## src/rtl/signal_rx_pkg.sv

```systemverilog
// Shared types and constants for the UART receive path.
package signal_rx_pkg;

    typedef logic [7:0] byte_t;

    localparam int CLOCK_FREQ_HZ  = 16_000_000;
    localparam int BAUD_RATE      = 1_000_000;
    localparam int CLKS_PER_BIT   = CLOCK_FREQ_HZ / BAUD_RATE;
    localparam int HALF_BIT       = CLKS_PER_BIT / 2;
    localparam int UART_DATA_BITS = 8;
    localparam int BAUD_W         = $clog2(CLKS_PER_BIT) + 1;

    typedef enum logic [2:0] {
        RX_IDLE      = 3'd0,
        RX_START     = 3'd1,
        RX_DATA      = 3'd2,
        RX_STOP      = 3'd3,
        RX_WAIT_HIGH = 3'd4
    } rx_state_t;

endpackage

```

## src/rtl/signal_rx_if.sv

```systemverilog
// Byte hand-off from the receiver to its consumer, plus status strobes.
interface signal_rx_if;
    import signal_rx_pkg::*;

    byte_t rx_data;
    logic  rx_valid;
    logic  rx_ready;
    logic  frame_err;
    logic  overrun;
    logic  rx_busy;

    modport master (
        output rx_data, rx_valid, frame_err, overrun, rx_busy,
        input  rx_ready
    );

    modport slave (
        input  rx_data, rx_valid, frame_err, overrun, rx_busy,
        output rx_ready
    );
endinterface

```

## src/rtl/signal_rx_sync_2ff.sv

```systemverilog
// Two-flop synchronizer for a single asynchronous input; resets to 1
// so an idle-high line does not look like activity coming out of reset.
module sync_2ff (
    input  logic clk,
    input  logic rst,
    input  logic d,
    output logic q
);
    logic meta_q, meta_d;
    logic sync_q, sync_d;

    // Next values: simple two-stage shift.
    always_comb begin
        meta_d = d;
        sync_d = meta_q;
    end

    // Synchronizer flops with synchronous active-low reset to idle-high.
    always_ff @(posedge clk) begin
        if (!rst) begin
            meta_q <= 1'b1;
            sync_q <= 1'b1;
        end else begin
            meta_q <= meta_d;
            sync_q <= sync_d;
        end
    end

    assign q = sync_q;
endmodule

```

## src/rtl/signal_rx.sv

```systemverilog
// UART receiver: 8N1 frames, LSB first, valid/ready byte hand-off.
//
// state        | meaning
// -------------+----------------------------------------------------
// RX_IDLE      | line idle, waiting for a falling edge on rx_s
// RX_START     | counting to mid start bit to reject glitches
// RX_DATA      | sampling 8 data bits at mid-bit
// RX_STOP      | sampling the stop bit at mid-bit, then delivering
// RX_WAIT_HIGH | framing error seen; wait for line to return high
module signal_rx
    import signal_rx_pkg::*;
(
    input  logic        clk,
    input  logic        rst,
    input  logic        rx,
    signal_rx_if.master bus
);
    localparam logic [BAUD_W-1:0] BAUD_LAST = BAUD_W'(CLKS_PER_BIT - 1);
    localparam logic [BAUD_W-1:0] HALF_LAST = BAUD_W'(HALF_BIT - 1);

    rx_state_t         state_q, state_d;
    logic [BAUD_W-1:0] baud_cnt_q, baud_cnt_d;
    logic [2:0]        bit_cnt_q, bit_cnt_d;
    byte_t             shift_q, shift_d;
    byte_t             data_q, data_d;
    logic              valid_q, valid_d;
    logic              ferr_q, ferr_d;
    logic              ovr_q, ovr_d;

    logic rx_s;
    logic half_hit, full_hit, last_bit;
    logic stop_sample, stop_good, stop_bad;

    sync_2ff u_sync (
        .clk (clk),
        .rst (rst),
        .d   (rx),
        .q   (rx_s)
    );

    assign half_hit    = (baud_cnt_q == HALF_LAST);
    assign full_hit    = (baud_cnt_q == BAUD_LAST);
    assign last_bit    = (bit_cnt_q == 3'(UART_DATA_BITS - 1));
    assign stop_sample = (state_q == RX_STOP) && full_hit;
    assign stop_good   = stop_sample &&  rx_s;
    assign stop_bad    = stop_sample && !rx_s;

    // State and datapath registers, synchronous active-low reset.
    always_ff @(posedge clk) begin
        if (!rst) begin
            state_q    <= RX_IDLE;
            baud_cnt_q <= '0;
            bit_cnt_q  <= '0;
            shift_q    <= '0;
            data_q     <= '0;
            valid_q    <= 1'b0;
            ferr_q     <= 1'b0;
            ovr_q      <= 1'b0;
        end else begin
            state_q    <= state_d;
            baud_cnt_q <= baud_cnt_d;
            bit_cnt_q  <= bit_cnt_d;
            shift_q    <= shift_d;
            data_q     <= data_d;
            valid_q    <= valid_d;
            ferr_q     <= ferr_d;
            ovr_q      <= ovr_d;
        end
    end

    // Next-state logic.
    always_comb begin
        state_d = state_q;
        unique case (state_q)
            RX_IDLE:      if (!rx_s) state_d = RX_START;
            RX_START:     if (half_hit) state_d = rx_s ? RX_IDLE : RX_DATA;
            RX_DATA:      if (full_hit && last_bit) state_d = RX_STOP;
            RX_STOP:      if (full_hit) state_d = rx_s ? RX_IDLE : RX_WAIT_HIGH;
            RX_WAIT_HIGH: if (rx_s) state_d = RX_IDLE;
            default:      state_d = RX_IDLE;
        endcase
    end

    // Counters, shift register, and the delivery/accept handshake.
    always_comb begin
        baud_cnt_d = baud_cnt_q;
        bit_cnt_d  = bit_cnt_q;
        shift_d    = shift_q;
        data_d     = data_q;
        valid_d    = valid_q;
        ferr_d     = 1'b0;
        ovr_d      = 1'b0;

        unique case (state_q)
            RX_IDLE: begin
                if (!rx_s) baud_cnt_d = '0;
            end
            RX_START: begin
                if (half_hit) begin
                    baud_cnt_d = '0;
                    bit_cnt_d  = '0;
                end else begin
                    baud_cnt_d = baud_cnt_q + BAUD_W'(1);
                end
            end
            RX_DATA: begin
                if (full_hit) begin
                    shift_d    = {rx_s, shift_q[7:1]};
                    baud_cnt_d = '0;
                    if (!last_bit) bit_cnt_d = bit_cnt_q + 3'd1;
                end else begin
                    baud_cnt_d = baud_cnt_q + BAUD_W'(1);
                end
            end
            RX_STOP: begin
                if (full_hit) baud_cnt_d = '0;
                else          baud_cnt_d = baud_cnt_q + BAUD_W'(1);
            end
            RX_WAIT_HIGH: begin
                baud_cnt_d = '0;
            end
            default: begin
                baud_cnt_d = '0;
                bit_cnt_d  = '0;
            end
        endcase

        // A delivery in the same cycle as an accept keeps rx_valid high
        // with the new byte; only a full holding register drops the byte.
        if (stop_good) begin
            if (!valid_q || bus.rx_ready) begin
                data_d  = shift_q;
                valid_d = 1'b1;
            end else begin
                ovr_d = 1'b1;
            end
        end else if (valid_q && bus.rx_ready) begin
            valid_d = 1'b0;
        end

        ferr_d = stop_bad;
    end

    // Outputs, all registered except busy which is decoded from state.
    always_comb begin
        bus.rx_data   = data_q;
        bus.rx_valid  = valid_q;
        bus.frame_err = ferr_q;
        bus.overrun   = ovr_q;
        bus.rx_busy   = (state_q != RX_IDLE);
    end
endmodule

```

## src/flat_wrapper.sv

```systemverilog
// flat-port wrapper written by rule: the top's interface ports become plain ports
module signal_rx_flat import signal_rx_pkg::*;
  (clk, rst, rx, bus_rx_data, bus_rx_valid, bus_frame_err, bus_overrun, bus_rx_busy, bus_rx_ready);
  signal_rx_if bus_i ();
  input  logic clk;
  input  logic rst;
  input  logic rx;
  output wire logic [$bits(bus_i.rx_data)-1:0] bus_rx_data;
  output wire logic [$bits(bus_i.rx_valid)-1:0] bus_rx_valid;
  output wire logic [$bits(bus_i.frame_err)-1:0] bus_frame_err;
  output wire logic [$bits(bus_i.overrun)-1:0] bus_overrun;
  output wire logic [$bits(bus_i.rx_busy)-1:0] bus_rx_busy;
  input wire logic [$bits(bus_i.rx_ready)-1:0] bus_rx_ready;
  assign bus_rx_data = bus_i.rx_data;
  assign bus_rx_valid = bus_i.rx_valid;
  assign bus_frame_err = bus_i.frame_err;
  assign bus_overrun = bus_i.overrun;
  assign bus_rx_busy = bus_i.rx_busy;
  assign bus_i.rx_ready = bus_rx_ready;
  signal_rx u_core (.clk(clk), .rst(rst), .rx(rx), .bus(bus_i));
endmodule
```

## config.mk

```make
export PLATFORM = sky130hd
export DESIGN_NAME = signal_rx_flat
export DESIGN_NICKNAME = d
export VERILOG_FILES = /design/src/rtl/signal_rx_pkg.sv /design/src/rtl/signal_rx_if.sv /design/src/rtl/signal_rx_sync_2ff.sv /design/src/rtl/signal_rx.sv /design/src/flat_wrapper.sv
export SDC_FILE = /design/constraint.sdc
export NUM_CORES = 1
export LEC_CHECK = 0
export CAP_MARGIN = 25
export CORE_MARGIN = 1.5
export CORE_UTILIZATION = 58
export CTS_CLUSTER_DIAMETER = 30
export DETAILED_ROUTE_END_ITERATION = 10
export PLACE_DENSITY = 0.82
export SYNTH_ARGS = -nofsm -noshare
export SYNTH_HDL_FRONTEND = slang
export SYNTH_SLANG_ARGS = --single-unit
export TNS_END_PERCENT = 10
```

## constraint.sdc

```tcl
create_clock -name clk -period 3.27 [get_ports clk]
set_input_delay 0.4905 -clock clk [delete_from_list [all_inputs] [get_ports clk]]
set_output_delay 0.4905 -clock clk [all_outputs]
set_load 0.02 [all_outputs]
```

# Word-level counts from Yosys, hierarchy flattened
# Index checks and enable logic that the tools add are counted.
[word_totals]
register_bits = 32
word_cells = 67
in_bits = 4
output_inout_bits = 12
[classes]
n_reduce_logical = 19
n_bitwise = 1
add_sub_neg = 2
n_eq_ne = 15
muxes = 20
[ops]
columns = ["operator", "count"]
rows = [
  ["$mux 3", 9],
  ["$mux 5", 3],
  ["$pmux 3 s5", 1],
  ["$pmux 5 s3", 1],
  ["$pmux 3 s3", 1],
  ["$ne 2x1->1 const B", 4],
  ["$ne 2x2->1 const B", 4],
  ["$reduce_and 2->1", 4],
  ["$eq 3x2->1 const B", 2],
  ["$eq 3x3->1 const B", 2],
  ["$add 5x1->5 const B", 1],
  ["$eq 5x3->1 const B", 1],
  ["$eq 5x4->1 const B", 1],
  ["$logic_and 1x1->1", 5],
  ["$reduce_and 5->1", 1],
  ["$mux 1", 4],
  ["$reduce_and 4->1", 1],
  ["$add 3x1->3 const B", 1],
  ["$eq 3x1->1 const B", 1],
  ["$logic_not 3->1", 1],
  ["$reduce_bool 3->1", 1],
  ["$reduce_or 3->1", 1],
  ["$logic_not 1->1", 2],
  ["$mux 2", 1],
  ["4 further kinds", 4],
]

# Longest topological paths before layout
# Gate-level depths: netlist of run 1.
[depth]
depth_word = 5
ltp_mapped = 8
mapped_depth_nobuf = 8

# Cells and area by module
# From an unflattened synthesis of run 1, not the netlist that was laid out.
[hier_totals]
hier_cells = 149
area_unflattened_um2 = 1393.8
[modules_own_cells]
columns = ["module", "n_inst", "seq_area_each_um2", "cells_each", "area_per_inst_um2"]
rows = [
  ["signal_rx", 1, 600.6, 145, 1341.3],
  ["sync_2ff", 1, 40.0, 4, 52.6],
]

# Worst setup path after synthesis of run 1
# No wires, ideal clock.
[synth_path]
kind = "reg2reg"
startpoint = "register u_core.baud_cnt_q[0]"
endpoint = "register u_core.data_q[0], in the netlist u_core.bus.rx_data[0]"
required_time_ns = 3.142
arrival_ns = 1.630
stages_incl_launch_ff = 9
path_buffers = 0
synth_period_minus_slack_ns = 1.758
setup_ns = 0.128
path_slack_ns = 1.512
path_cell_list = "dfxtp_1 ha_1 nand3_1 inv_1 ha_1 and2_1 nand4_2 mux2i_1 nor2_1"
[synth_between]
elab_chain_cells = 4
[synth_lines]
columns = ["item", "line_no", "rtl"]
rows = [
  ["start, declared", "signal_rx.sv:22", "logic [BAUD_W-1:0] baud_cnt_q, baud_cnt_d;"],
  ["start signal, assigned", "signal_rx.sv:61", "baud_cnt_q <= baud_cnt_d;"],
  ["$eq 5x4->1", "signal_rx.sv:42", "assign full_hit = (baud_cnt_q == BAUD_LAST);"],
  ["$logic_and 1x1->1", "signal_rx.sv:44", "assign stop_sample = (state_q == RX_STOP) && full_hit;"],
  ["$logic_and 1x1->1", "signal_rx.sv:45", "assign stop_good = stop_sample && rx_s;"],
  ["$reduce_and 2->1 (no line)", "--", ""],
  ["end signal, assigned", "signal_rx.sv:64", "data_q <= data_d;"],
  ["end, declared", "signal_rx.sv:25", "byte_t data_q, data_d;"],
]
# Every way passes these cells.
# A chain may end at the register's enable or synchronous reset.

# Worst setup path in the final report of run 1
[layout_path]
startpoint = "register u_core.state_q[2]"
endpoint = "output port bus_rx_busy"
[layout_between]
elab_chain_cells = 1
[layout_lines]
columns = ["item", "line_no", "rtl"]
rows = [
  ["start, declared", "signal_rx.sv:21", "rx_state_t state_q, state_d;"],
  ["start signal, assigned", "signal_rx.sv:60", "state_q <= state_d;"],
  ["$reduce_bool 3->1", "signal_rx.sv:150", "bus.rx_busy = (state_q != RX_IDLE);"],
  ["end, declared", "flat_wrapper.sv:12", "output wire logic [$bits(bus_i.rx_busy)-1:0] bus_rx_busy;"],
]
# Every way passes these cells.

==> out/metrics.yaml, run 1 <==
status: "complete, no violations"
p_switching_uw: 169.0
slew_headroom_pct: 51.91
leakagePower_nw: 0.6288
critical_path_class: "reg -> out"
drive_gt1_share_pct: 7.143
final_cell_mix: "dfxtp_1, nand2_1, clkdlybuf4s50_1"
clk_pin_slew_ns: 0.10
cts_made_buffers: 5
min_to: "u_core.u_sync.q"
die_w_um: 52.11
grt_max_degree: 25
synth.avg_cell_area_sq_um: 9.203
power.density_nw_per_um2: 460.1
insertedDiodeCount: 0
path_buf_inv: 1
p_int_uw: 576.5
grt-ovfl-total: 0
async_reset_ff_share_pct: 0
crit_required_ns: 2.78
slowest_delay_ns: 0.63
clk-insertion-delay-late_ns: 0.33
crit_arrival_ns: 1.73
final_common_cell: "dfxtp_1"
clock_sinks: 32
hold_path_depth: 1
cts_buffer_depth: 2
gp_congestion: 0.8087
detail_route.wl_per_cell_um: 13.31
seqPwrFrac_pct: 54.3
yosysUniqueCellTypes: 38
postCtsSetupBuffers: 0
sw_frac_of_total_pct: 22.66
cts_hold_buf: 0
worstSetupEndpointType: "output pin"
antenna_found_initial: 0
final-hold-violation-count: 0
ys_ff_latch: 32
clock-root-buffer: "clkbuf_4"
reg2reg_to: "u_core.bus.rx_data[3]"
finalSetupTns_ns: 0
vdd_drop_max_mv: 0.4747
whs_ns: 0.4258
yosys_warnings: 0
setup_viol: 0
ys_seq_area_share_pct: 45.80
cts_tree: "done"
hold_class: "reg -> reg"
ios: 16
rows: 17
die_area_sq_um: 2715
final_max_slew_viol_count: 0
fillers: 192
synth.cell_area_sq_um: 1399
drcViolationCount: 0
die_h_um: 52.11
clock.fmax_ghz: 0.4510
drtIter0Drc: 23
tightest_slew_ns: 0.7205
start_util_pct: 62.04
detailedRoute.firstPassIterationCount: 4
clock_power_share_pct: 39.5
syn_inst: 152
htreeDepth: 2
io_buffers: 15
fin_crit_ns: 2.217
crit_chain: "or3_1, clkdlybuf4s50_1"
place_hpwl_um: 1802
viasPerCell: 5.663
coreArea_sq_um: 2255
ant_nets: 0
syn2layout_area_growth_pct: 15.83
rsz0062_at_grt: "false"
cp_max_fo: 12
r2r_cells: 8
r2r-start: "u_core.baud_cnt_q[0]"
synth-edff-count: 0
min-delay-start: "u_core.u_sync.meta_q"
cp_top_family: "flip-flops"
min_period_over_period_pct: 67.80
crit_path_top_delay_cell: "dfxtp_1"
pwr-share-comb_pct: 6.2
grt_pass1_wl_um: 4340
post-place-ws_ns: 1.193
cts_resized: 0
critPathLaunchType: "register"
syn-num-nets: 161
drt-total-wl_um: 2609
setup_ws_ns: 1.053
nNetsFinal: 176
grt_pass1_vias: 1010
grt_usage_pct: 22.22
drv_cap: 0
synth_ff_type: "dfxtp_1"
num_vias: 1110
rrSetupSlack_ns: 1.21
clock_skew_ns: 0.007917
flip-flops by register name, indices dropped and copies added (netlist names):
name and count:
u_core.bus.overrun 1, u_core.bus.rx_data 8, u_core.baud_cnt_q 5, u_core.bit_cnt_q 3
u_core.u_sync.q 1, u_core.bus.rx_valid 1, u_core.u_sync.meta_q 1, u_core.bus.frame_err 1
u_core.shift_q 8, u_core.state_q 3
logic make-up after synthesis:
family	share of synthesized area, %
AOI/OAI and AO/OA	11.36
buffers and inverters	3.935
and+or+nand+nor	25.22
DFF	45.80
adders and majority gates	4.472
xor gates and xnor gates	0.6262
muxes	8.587
cell type report:
class	count	area [sq um]	share of cell area, %
Clock buffer	6	41.29	2.548
Sequential cell	32	640.6	39.54
Tap cell	28	35.03	2.162
Multi-Input combinational cell	109	703.2	43.40
Timing Repair Buffer	15	150.1	9.266
Clock inverter	2	35.03	2.162
Inverter	4	15.01	0.9266
worst max-delay path by stage:
stage | start | end | slack [ns] | depth (start not counted)
2_1_floorplan | u_core.baud_cnt_q[0] | u_core.bus.rx_data[0] | 1.51 | 8
3_3_place_gp | rst | u_core.bus.overrun | 1.25 | 3
6_report | u_core.state_q[2] | bus_rx_busy | 1.05 | 2
3_5_place_dp | rst | u_core.bus.overrun | 1.19 | 3
5_1_grt | u_core.state_q[0] | bus_rx_busy | 0.95 | 2
4_1_cts | u_core.state_q[0] | bus_rx_busy | 1.05 | 2
per-stage QoR:
step | cells | total power [mW] | area, sq um | util [%]
floorplan | 152 | 0.4483 | 1399 | -
finish | 196 | 0.7455 | 1620 | 71.86
CTS | 196 | 0.7467 | 1620 | 71.86
detailed placement | 188 | 0.4600 | 1544 | 68.48
global placement | 188 | 0.4590 | 1544 | 68.48
global route | 196 | 0.7746 | 1620 | 71.86
cell usage after synthesis, drive strengths merged, types with 2 or more instances:
cell	n	area (sq um)
nor4b	3	32.53
a211o	2	17.52
nand2	24	90.09
o21ai	2	10.00
nor3	2	10.01
a21oi	14	73.82
dfxtp	32	640.6
nor2	14	52.55
clkbuf	2	7.510
ha	5	62.56
nand2b	5	31.28
mux2i	12	120.1
and2	2	12.51
inv	4	15.01
a22oi	2	15.01
nand3	5	25.02
nor2b	4	32.53
nor3b	2	20.02
buf	5	32.53
power by group through the flow:
stage,registers [mW],logic (mW),clock network (mW)
after CTS,0.405,0.0459,0.296
after floorplan,0.409,0.0395,0
after global placement,0.414,0.0453,0
after global routing,0.407,0.0505,0.317
final,0.405,0.0460,0.295
after detailed placement,0.414,0.0459,0
per-layer routing:
metal / vias up / GRT usage, % / wire length [um]
li1: 557 / - / -
met1: 524 / 27.04 / 1227
met3: 7 / 6.034 / 109
met5: - / 0 / 0
met4: 0 / 10.53 / 49
met2: 22 / 36.08 / 1222
Note: power is estimated with default switching activity, not from simulation.
==> run 2, diff against run 1 <==
Settings changed: CORE_UTILIZATION 58 to 49, PLACE_DENSITY 0.82 to 0.74.
Clock period 3.27 ns to 1.8 ns, I/O delays scaled along.
==> run 2 against run 1 <==
Core utilization shrank 7.6 points. Via count increased by 3.7%. Wire length grew 2.6%. Clock-buffer cell count fell by 1. Critical path type is now reg -> reg. First-iteration DRC count increased by 13%. Flip-flop and latch count did not move. Sequential share of layout area fell by 2.8 points.
==> out/metrics.yaml, run 2 (same netlist as run 1, synthesis figures left out) <==
die_area_sq_um: 3184
vdd_drop_max_mv: 0.6991
rows: 19
finalSetupTns_ns: 0
min_period_over_period_pct: 94.05
die_h_um: 56.43
final_cell_mix: "dfxtp_1, nand2_1, nor2_1, clkdlybuf4s50_1, a21oi_1"
post-place-ws_ns: -0.05818
final_common_cell: "dfxtp_1"
grt_util_met3_pct: 5.069
clock_skew_ns: 0.01062
slew_headroom_pct: 75.05
clk-insertion-delay-late_ns: 0.32
grt_util_met2_pct: 31.73
die_w_um: 56.43
antenna_found_initial: 0
grt-ovfl-total: 0
clk_pin_slew_ns: 0.10
drive_gt1_share_pct: 16.76
grt-busiest-layer: "met2"
tightest_slew_ns: 0.3738
hold_class: "reg -> reg"
fin_crit_ns: 1.693
gp_congestion: 0.8371
cts_made_buffers: 5
insertedDiodeCount: 0
nNetsFinal: 187
critPathLaunchType: "register"
worstSetupEndpointType: "register"
setup_viol: 0
drcViolationCount: 0
detail_route.wl_per_cell_um: 12.74
start_util_pct: 51.17
drv_cap: 0
crit_arrival_ns: 1.96
power.density_nw_per_um2: 787.6
critical_path_class: "reg -> reg"
status: "complete, no violations"
htreeDepth: 2
grt_usage_pct: 18.89
leakagePower_nw: 0.6904
whs_ns: 0.4144
met1_usage_pct: 22.35
place_hpwl_um: 1948
ios: 16
grt_pass1_vias: 1106
coreArea_sq_um: 2734
drtIter0Drc: 26
clock_sinks: 32
clock.fmax_ghz: 0.5907
num_vias: 1151
fillers: 238
crit_required_ns: 2.06
syn2layout_area_growth_pct: 25.58
grt_max_degree: 15
final-hold-violation-count: 0
detailedRoute.firstPassIterationCount: 4
viasPerCell: 5.481
ant_nets: 0
clock-root-buffer: "clkbuf_4"
cp_max_fo: 5
setup_ws_ns: 0.1071
grt_pass1_wl_um: 4692
cts_tree: "done"
final_max_slew_viol_count: 0
drt-total-wl_um: 2676
cts_buffer_depth: 2
io_buffers: 15
==> run 2: path summary, 6_finish.rpt <==
check / slack, ns / endpoint / from / cells past startpoint
worst min register to register: 0.41 / u_core.u_sync.q / u_core.u_sync.meta_q / 1
worst max-delay path: 0.11 / u_core.state_q[0] / u_core.baud_cnt_q[0] / 8
worst min-delay path: 0.41 / u_core.u_sync.q / u_core.u_sync.meta_q / 1
worst max register to register: 0.11 / u_core.state_q[0] / u_core.baud_cnt_q[0] / 8
==> run 2: layout make-up <==
class,instances,area (sq um),share of cell area [%]
multi-input combinational,109,733.2,41.74
tap,31,38.79,2.208
inverter,4,15.01,0.8547
clock buffer,5,37.54,2.137
clock inverter,3,42.54,2.422
timing repair buffer,26,244.0,13.89
sequential,32,645.6,36.75
==> run 2: repair_timing <==
action | in CTS | in global routing
setup endpoints to repair | 7 | 13
resized for setup | 5 | 5
hold buffers | 0 | 0
pin swaps | 0 | 1
buffers inserted | 0 | 1
==> run 2: layer usage <==
layer / up-vias / share of wire [%]
met5: - / 0
met4: 0 / 1.3
met3: 5 / 3.8
met2: 17 / 48
met1: 551 / 46
li1: 578 / -
==> run 2: worst max-delay path: stages, from the launching register on <==
cell and delay (ns):
dfxtp_4 0.38, ha_4 0.15, nand3_2 0.09, inv_2 0.08, ha_4 0.13, o21ai_0 0.08, a211o_1 0.34, a211o_1 0.28
a21oi_2 0.11
==> run 2: per-stage QoR <==
| stage | instance area (sq um) | utilization (%) | std cells | total power [mW] |
|---|---|---|---|---|
| after detailed placement | 1635 | 59.82 | 201 | 0.8532 |
| after floorplan | 1399 | - | 152 | 0.8145 |
| after CTS | 1722 | 62.97 | 209 | 1.386 |
| final | 1757 | 64.26 | 210 | 1.384 |
| after global routing | 1757 | 64.26 | 210 | 1.438 |
| after global placement | 1635 | 59.82 | 201 | 0.8469 |
==> run 2: power breakdown <==
group          internal (mW)  switching (mW)  total (mW)
clock network          0.290           0.248       0.538
logic                 0.0545          0.0574       0.112
registers              0.718          0.0158       0.734
==> run 3, diff against run 2 <==
Settings changed: CELL_PAD_IN_SITES_DETAIL_PLACEMENT set to 1, CELL_PAD_IN_SITES_GLOBAL_PLACEMENT set to 2, CORE_UTILIZATION 49 to 30, PLACE_DENSITY 0.74 to unset, PLACE_DENSITY_LB_ADDON set to 0.1.
==> run 3 against run 2 <==
Wire length rose by 22%. Maximum frequency fell by 1.4%. Final cell count rose by 10%. Clock-buffer cell count did not move. Global-route usage fell by 5.1 points. Power rose by 10%. Critical endpoint unchanged. Largest cell class unchanged. Highest routed layer unchanged.
==> out/metrics.yaml, run 3 (same netlist as run 1, synthesis figures left out) <==
status: "complete, no violations"
dp.cells: 223
die_h_um: 71.29
clock.fmax_ghz: 0.5823
final-hold-violation-count: 0
r2r_cells: 8
crit_arrival_ns: 1.93
die_w_um: 71.29
path_buf_inv: 1
final_max_slew_viol_count: 0
syn2layout_area_growth_pct: 29.34
die_area_sq_um: 5082
slowest_delay_ns: 0.37
drcViolationCount: 0
antenna_found_initial: 0
grt_pass1_vias: 1120
drtIter0Drc: 46
fin_crit_ns: 1.717
seqPwrFrac_pct: 47.9
detailedRoute.firstPassIterationCount: 4
postCtsSetupBuffers: 0
met1_usage_pct: 18.64
cts_buffer_depth: 2
r2r-start: "u_core.baud_cnt_q[1]"
hold_class: "reg -> reg"
coreArea_sq_um: 4414
clock_power_share_pct: 44.7
min_period_over_period_pct: 95.41
grt_usage_pct: 13.80
critical_path_class: "reg -> reg"
gp_congestion: 0.7284
cp_max_fo: 5
hold_path_depth: 1
clock-root-buffer: "clkbuf_8"
min-delay-start: "u_core.u_sync.meta_q"
crit_chain: "ha_4, nand3_1, inv_1, ha_4, o21ai_0, a211o_1, a211o_1, a21oi_2"
vdd_drop_max_mv: 0.3906
ios: 16
min_to: "u_core.u_sync.q"
clk-insertion-delay-late_ns: 0.28
grt-ovfl-total: 0
ant_nets: 0
htreeDepth: 2
io_buffers: 15
reg2reg_to: "u_core.state_q[0]"
p_int_mw: 1.179
final_common_cell: "dfxtp_1"
whs_ns: 0.4210
place_hpwl_um: 2349
num_vias: 1117
cp_top_family: "compound AO/OA/AOI/OAI gates"
power.density_nw_per_um2: 843.9
crit_required_ns: 2.01
start_util_pct: 31.69
leakagePower_nw: 0.7066
grt_max_degree: 18
drive_gt1_share_pct: 15.64
sw_frac_of_total_pct: 22.76
fillers: 512
cts_tree: "done"
drt-total-wl_um: 3260
grt-busiest-layer: "met2"
setup_ws_ns: 0.08261
drv_cap: 0
final_cell_mix: "dfxtp_1, nand2_1, nor2_1, clkdlybuf4s50_1, a21oi_1"
crit_path_top_delay_cell: "dfxtp_4"
tightest_slew_ns: 0.3577
final_cells: 231
rrSetupSlack_ns: 0.08
grt_util_met2_pct: 20.68
cts_hold_buf: 0
critPathLaunchType: "register"
grt_util_met3_pct: 4.782
clock_sinks: 32
clock_skew_ns: 0.003970
viasPerCell: 4.835
post-place-ws_ns: -0.06311
rows: 24
nNetsFinal: 187
pwr-share-comb_pct: 7.4
worstSetupEndpointType: "register"
insertedDiodeCount: 0
setup_viol: 0
cts_made_buffers: 5
detail_route.wl_per_cell_um: 14.11
slew_headroom_pct: 76.05
grt_pass1_wl_um: 5492
clk_pin_slew_ns: 0.07
p_switching_uw: 347.5
==> run 3: final cells by class <==
cell class | count | area, sq um | share of cell area [%]
Multi-Input combinational cell | 109 | 728.2 | 40.25
Sequential cell | 32 | 645.6 | 35.68
Tap cell | 52 | 65.06 | 3.596
Clock buffer | 5 | 68.82 | 3.804
Clock inverter | 3 | 42.54 | 2.351
Inverter | 4 | 15.01 | 0.8299
Timing Repair Buffer | 26 | 244.0 | 13.49
==> run 3: worst max-delay path by stage <==
stage | startpoint | end | slack, ns | cells after the start
after floorplan | u_core.baud_cnt_q[0] | u_core.bus.rx_data[0] | 0.04 | 8
after global placement | u_core.baud_cnt_q[1] | u_core.state_q[0] | 0.03 | 8
after detailed placement | u_core.baud_cnt_q[1] | u_core.state_q[0] | -0.06 | 8
after CTS | u_core.baud_cnt_q[0] | u_core.state_q[0] | 0.03 | 8
after global routing | u_core.baud_cnt_q[1] | u_core.state_q[0] | -0.002 | 8
final | u_core.baud_cnt_q[1] | u_core.state_q[0] | 0.08 | 8
==> run 3: stage by stage <==
step | cell area [sq um] | utilization, % | power (mW) | TNS (ns)
after floorplan | 1399 | - | 0.8145 | 0
after global placement | 1669 | 37.81 | 0.8561 | 0
after detailed placement | 1669 | 37.81 | 0.8611 | -0.1273
after CTS | 1795 | 40.67 | 1.556 | 0
after global routing | 1809 | 40.99 | 1.596 | -0.003386
final | 1809 | 40.99 | 1.527 | 0
==> run 3: metal layers <==
layer | vias up | share of wire [%]
met5 | - | 0
met4 | 0 | 1.3
met3 | 4 | 2.6
met2 | 14 | 44
met1 | 525 | 52
li1 | 574 | -
==> run 3: timing repair <==
action | 4_1_cts | 5_1_grt
endpoints found under the hold margin | 0 | 0
setup endpoints to repair | 15 | 22
gates resized for setup | 5 | 3
pin swaps | 1 | 0
==> run 3: power by group through the flow <==
stage	sequential (mW)	clock (mW)	combinational, mW
CTS	0.729	0.714	0.113
finish	0.731	0.683	0.113
floorplan	0.743	0	0.0718
global route	0.732	0.739	0.124
global placement	0.745	0	0.111
detailed placement	0.746	0	0.115
